## src/rtl/serial_mag_compare_ctrl_if.sv

```systemverilog
// rtl/serial_mag_compare_ctrl_if.sv - request/result bundle between requester and the serial comparator
interface serial_mag_compare_ctrl_if #(
    parameter int WIDTH = 8,
    parameter int IDXW  = (WIDTH > 1) ? $clog2(WIDTH) : 1
);
    logic             start;
    logic [WIDTH-1:0] a;
    logic [WIDTH-1:0] b;
    logic             busy;
    logic             done;
    logic             equal;
    logic             greater;
    logic             lesser;
    logic [IDXW-1:0]  bit_idx;

    modport master (
        output start, a, b,
        input  busy, done, equal, greater, lesser, bit_idx
    );

    modport slave (
        input  start, a, b,
        output busy, done, equal, greater, lesser, bit_idx
    );
endinterface

```

## src/rtl/serial_mag_compare_ctrl.sv

```systemverilog
// rtl/serial_mag_compare_ctrl.sv - MSB-first bit-serial unsigned magnitude compare sequencer
module serial_mag_compare_ctrl #(
    parameter int WIDTH = 8,
    parameter int IDXW  = (WIDTH > 1) ? $clog2(WIDTH) : 1
) (
    input  logic                      clk,
    input  logic                      rst_n,
    serial_mag_compare_ctrl_if.slave  bus
);
    typedef enum logic [1:0] {
        S_IDLE    = 2'd0,
        S_COMPARE = 2'd1,
        S_DONE    = 2'd2
    } state_t;

    state_t           state_q, state_d;
    logic [WIDTH-1:0] a_q, a_d;
    logic [WIDTH-1:0] b_q, b_d;
    logic [IDXW-1:0]  idx_q, idx_d;
    logic             eq_q, eq_d;
    logic             gt_q, gt_d;
    logic             lt_q, lt_d;

    // Shifting selects the bit under compare without width mismatch when WIDTH == 1.
    logic [WIDTH-1:0] a_sh, b_sh;
    logic             a_bit, b_bit;

    assign a_sh  = a_q >> idx_q;
    assign b_sh  = b_q >> idx_q;
    assign a_bit = a_sh[0];
    assign b_bit = b_sh[0];

    always_ff @(posedge clk) begin
        if (!rst_n) begin
            state_q <= S_IDLE;
            a_q     <= '0;
            b_q     <= '0;
            idx_q   <= '0;
            eq_q    <= 1'b0;
            gt_q    <= 1'b0;
            lt_q    <= 1'b0;
        end else begin
            state_q <= state_d;
            a_q     <= a_d;
            b_q     <= b_d;
            idx_q   <= idx_d;
            eq_q    <= eq_d;
            gt_q    <= gt_d;
            lt_q    <= lt_d;
        end
    end

    always_comb begin
        state_d = state_q;
        a_d     = a_q;
        b_d     = b_q;
        idx_d   = idx_q;
        eq_d    = eq_q;
        gt_d    = gt_q;
        lt_d    = lt_q;
        case (state_q)
            S_IDLE: begin
                if (bus.start) begin
                    a_d     = bus.a;
                    b_d     = bus.b;
                    idx_d   = IDXW'(WIDTH - 1);
                    state_d = S_COMPARE;
                end
            end
            S_COMPARE: begin
                // First differing bit from the top decides; equality needs the LSB reached.
                if (a_bit && !b_bit) begin
                    {eq_d, gt_d, lt_d} = 3'b010;
                    state_d            = S_DONE;
                end else if (!a_bit && b_bit) begin
                    {eq_d, gt_d, lt_d} = 3'b001;
                    state_d            = S_DONE;
                end else if (idx_q == '0) begin
                    {eq_d, gt_d, lt_d} = 3'b100;
                    state_d            = S_DONE;
                end else begin
                    idx_d = idx_q - 1'b1;
                end
            end
            S_DONE: begin
                state_d = S_IDLE;
            end
            default: begin
                state_d = S_IDLE;
            end
        endcase
    end

    assign bus.busy    = (state_q != S_IDLE);
    assign bus.done    = (state_q == S_DONE);
    assign bus.equal   = eq_q;
    assign bus.greater = gt_q;
    assign bus.lesser  = lt_q;
    assign bus.bit_idx = idx_q;
endmodule

```

## src/flat_wrapper.sv

```systemverilog
// flat-port wrapper written by rule: the top's interface ports become plain ports
module serial_mag_compare_ctrl_flat 
#(
    parameter int WIDTH = 8,
    parameter int IDXW  = (WIDTH > 1) ? $clog2(WIDTH) : 1
)
  (clk, rst_n, bus_start, bus_a, bus_b, bus_busy, bus_done, bus_equal, bus_greater, bus_lesser, bus_bit_idx);
  serial_mag_compare_ctrl_if #(.WIDTH(WIDTH), .IDXW(IDXW)) bus_i ();
  input  logic clk;
  input  logic rst_n;
  input wire logic [$bits(bus_i.start)-1:0] bus_start;
  input wire logic [$bits(bus_i.a)-1:0] bus_a;
  input wire logic [$bits(bus_i.b)-1:0] bus_b;
  output wire logic [$bits(bus_i.busy)-1:0] bus_busy;
  output wire logic [$bits(bus_i.done)-1:0] bus_done;
  output wire logic [$bits(bus_i.equal)-1:0] bus_equal;
  output wire logic [$bits(bus_i.greater)-1:0] bus_greater;
  output wire logic [$bits(bus_i.lesser)-1:0] bus_lesser;
  output wire logic [$bits(bus_i.bit_idx)-1:0] bus_bit_idx;
  assign bus_i.start = bus_start;
  assign bus_i.a = bus_a;
  assign bus_i.b = bus_b;
  assign bus_busy = bus_i.busy;
  assign bus_done = bus_i.done;
  assign bus_equal = bus_i.equal;
  assign bus_greater = bus_i.greater;
  assign bus_lesser = bus_i.lesser;
  assign bus_bit_idx = bus_i.bit_idx;
  serial_mag_compare_ctrl #(.WIDTH(WIDTH), .IDXW(IDXW)) u_core (.clk(clk), .rst_n(rst_n), .bus(bus_i));
endmodule
```

## config.mk

```make
export PLATFORM = sky130hd
export DESIGN_NAME = serial_mag_compare_ctrl_flat
export DESIGN_NICKNAME = d
export VERILOG_FILES = /design/src/rtl/serial_mag_compare_ctrl_if.sv /design/src/rtl/serial_mag_compare_ctrl.sv /design/src/flat_wrapper.sv
export SDC_FILE = /design/constraint.sdc
export NUM_CORES = 1
export LEC_CHECK = 0
export CORE_MARGIN = 2
export CORE_UTILIZATION = 35
export DETAILED_ROUTE_END_ITERATION = 8
export SLEW_MARGIN = 0
export SYNTH_ARGS = -nofsm -noshare
export SYNTH_HDL_FRONTEND = slang
export SYNTH_SLANG_ARGS = --single-unit
```

## constraint.sdc

```tcl
create_clock -name clk -period 2.7 [get_ports clk]
set_clock_uncertainty 0.15 [all_clocks]
set_input_delay 0.405 -clock clk [delete_from_list [all_inputs] [get_ports clk]]
set_output_delay 0.405 -clock clk [all_outputs]
set_load 0.05 [all_outputs]
```

==> impl_metrics.csv <==
group,metric,value,unit
synth,synth_fa_ha_area_share,4.47,%
layout,diodes,0,
clocking,root_buffer,"clkbuf_4",
synth,syn-num-nets,149,
synth,synthMuxAreaShare,12.1,%
global_routing,gr-max-usage-layer,"met2",
worst_setup_path,worstSetupEndpointType,"flop",
floorplanning,initial_core_util,36.6,%
power,ir_worst_vdd,0.000232,V
clocking,post_cts_buffers,0,
global_routing,grt_pass1_vias,905,
clocking,cts_tree,"yes",
sta,hold_viol,0,
layout,utilization,46.9,%
worst_setup_path,reg2reg_slack,0.28,ns
global_routing,met1_usage,15.8,%
placed_design,placement.io_buffers,26,
floorplanning,io_pins,27,
synth,yosysWarnings,0,
floorplanning,placementRows,20,
clocking,cts_max_path_buffers,2,
power,p_per_area,623,nW/um2
synth,syn_inst,126,
run,maxCapViolations,0,
sta,final-setup-viol-count,0,
worst_hold_path,hold_path_class,"flop to flop",
synth,ys_ff_latch,24,
sta,worstMarginPinSlew,0.634,ns
sta,max-slew-margin-rel,57.7,%
worst_setup_path,cp.required,2.73,ns
layout,finalNetCount,173,
worst_setup_path,crit_path_top_delay_cell,"mux4_1",
sta,worst_slack,0.279,ns
worst_setup_path,cp-start-kind,"flop",
synth,syn_area,1120,um2
worst_setup_path,path_max_fanout,8,
synth,synth_compound_area_share,13.8,%
worst_hold_path,min_from,"u_core.b_q[6]$_SDFFE_PN0P_",
clocking,ctsHoldBuffers,0,
global_routing,met3_usage,3.41,%
global_routing,grt_max_degree,21,
worst_setup_path,path_class,"flop to flop",
global_routing,grt.total_usage,14.0,%
power,leakage,0.564,nW
worst_setup_path,rr_endpoint,"u_core.bus.bit_idx[2]$_SDFFE_PN0P_",
worst_hold_path,hold_path_end,"u_core.b_q[6]$_SDFFE_PN0P_",
routing,drc_errors,0,
routing,first_pass_iters,2,
placed_design,placed_area,1390,um2
sta,fin_crit,2.42,ns
layout,most-common-layout-cells,"nand2_1, clkdlybuf4s50_1, dfxtp_1",
clocking,numCtsBuffers,3,
sta,min_period_over_period,89.7,%
placed_design,place_ws,0.185,ns
floorplanning,core-area,3050,um2
layout,layout_commonest_cell,"nand2_1",
worst_setup_path,cpPeakStageDelay,0.57,ns
layout,drive_gt1_share,6.04,%
floorplanning,chipWidth,60.5,um
sta,slew_violations,0,
placed_design,gp_congestion,0.722,
clocking,insertion_delay,0.31,ns
routing,totalWireLength,2220,um
worst_setup_path,crit_chain,"mux4_1 > mux2i_1 > inv_1 > ha_1 > nor2_1 > and3_1 > a221oi_1",
global_routing,grt_overflow,0,
synth,yosysSeqAreaShare,43.0,%
worst_setup_path,arrival,2.45,ns
synth,synth-simple-area-share,20.8,%
global_routing,antenna_found_initial,0,
clocking,cts_resized,0,
routing,post_drt_via_cell_ratio,4.80,
worst_setup_path,r2r-start,"u_core.bus.bit_idx[0]$_SDFFE_PN0P_",
sta,rsz0062_at_grt,"false",
clocking,clock_sinks,24,
sta,max_freq,413,MHz
sta,hold_slack,0.311,ns
routing,ant_nets,0,
routing,wl_per_cell,11.5,um
layout,final_area,1430,um2
synth,ys_types,28,
global_routing,use_met2,24.7,%
clocking,htree_levels,1,
worst_setup_path,reg2reg_depth,7,
placed_design,place_hpwl,1630,um
layout,syn2layout_area_growth,28.0,%
synth,synth_xor_area_share,0,%
routing,vias,927,
run_status,status,"complete, no violations",
global_routing,grt_pass1_wl,3770,um
floorplanning,fp.dieH,60.5,um
synth,synth_top_family_by_area,"simple AND/OR/NAND/NOR gates",
clocking,clkTransAtPathRegs,0.13,ns
worst_hold_path,holdPathStages,2,
synth,syn_area_per_cell,8.88,um2
floorplanning,dieArea,3660,um2
routing,drtIter0Drc,16,
sta,finalSetupTns,0,ns
## cells in the mapped netlist
master | n | share of area (%)
clkbuf_2 | 1 | 0.45
mux2i_1 | 3 | 2.7
a311oi_1 | 2 | 1.6
nor3_1 | 1 | 0.45
nand2b_1 | 1 | 0.56
ha_1 | 4 | 4.5
dfxtp_1 | 24 | 43
nand2_1 | 37 | 12
o21ai_0 | 2 | 0.89
nand4_1 | 1 | 0.56
or3b_1 | 1 | 0.78
a221oi_1 | 1 | 0.78
inv_1 | 5 | 1.7
mux4_1 | 4 | 9.4
and3_1 | 1 | 0.56
clkbuf_1 | 4 | 1.3
or2_2 | 1 | 0.56
a21boi_2 | 1 | 1.0
buf_6 | 2 | 2.0
and2_1 | 1 | 0.56
a211oi_1 | 2 | 1.3
nor2b_1 | 3 | 1.7
nor2_1 | 2 | 0.67
a31oi_1 | 1 | 0.56
buf_2 | 1 | 0.45
a21oi_1 | 17 | 7.6
nand3_1 | 2 | 0.89
nor3b_2 | 1 | 1.1
## worst max-delay path by stage
stage | from | cells past startpoint | endpoint
global placement | u_core.bus.bit_idx[0]$_SDFFE_PN0P_ | 7 | u_core.bus.bit_idx[2]$_SDFFE_PN0P_
detailed placement | u_core.bus.bit_idx[0]$_SDFFE_PN0P_ | 7 | u_core.bus.bit_idx[2]$_SDFFE_PN0P_
finish | u_core.bus.bit_idx[0]$_SDFFE_PN0P_ | 7 | u_core.bus.bit_idx[2]$_SDFFE_PN0P_
floorplan | u_core.bus.bit_idx[0]$_SDFFE_PN0P_ | 8 | u_core.bus.bit_idx[2]$_SDFFE_PN0P_
CTS | u_core.bus.bit_idx[0]$_SDFFE_PN0P_ | 7 | u_core.bus.bit_idx[2]$_SDFFE_PN0P_
global route | u_core.bus.bit_idx[0]$_SDFFE_PN0P_ | 7 | u_core.bus.bit_idx[2]$_SDFFE_PN0P_
## sequential cells by signal, indices dropped and copies added (netlist names)
register	cells
u_core.bus.bit_idx	3
u_core.state_q	2
u_core.bus.greater	1
u_core.b_q	8
u_core.a_q	8
u_core.bus.equal	1
u_core.bus.lesser	1
## power by group
| group | switching, W | total [W] | internal (W) |
|---|---|---|---|
| clock network | 0.000104 | 0.000187 | 0.0000824 |
| registers | 0.0000342 | 0.000424 | 0.000390 |
| logic | 0.000160 | 0.000281 | 0.000121 |
## critical path: cells and delay by family, from the launching register on
kind	cells	cell delay, ns
AO/OA/AOI/OAI	1	0.09
AND/OR/NAND/NOR	2	0.55
multiplexers	2	0.76
flip-flops	1	0.45
buffers and inverters	1	0.06
adder cells (fa/ha/maj)	1	0.21
## metrics by stage
step	cells	power (W)
floorplan	126	0.000631
global placement	189	0.000709
detailed placement	189	0.000714
CTS	193	0.000904
global route	193	0.000951
finish	193	0.000892
## final cells by class
class | count | area, um2
Timing Repair Buffer | 27 | 268
Tap cell | 44 | 55.1
Multi-Input combinational cell | 89 | 572
Fill cell | 331 | 1620
Inverter | 5 | 18.8
Clock buffer | 4 | 36.3
Sequential cell | 24 | 482
## cells by family (layout without fill, tap and decap cells)
kind of cell / Yosys count / after routing
adders and majority gates: 4 / 4
AOI/OAI and AO/OA: 26 / 26
DFF: 24 / 24
and+or+nand+nor: 52 / 52
muxes: 7 / 7
buffers and inverters: 13 / 36
## metal layers
layer | part of all wire (%) | vias to the layer above
li1 | - | 479
met1 | 46 | 421
met2 | 48 | 22
met3 | 4.7 | 5
met4 | 1.9 | 0
met5 | 0 | -
Power figures use the tool's default switching activity.
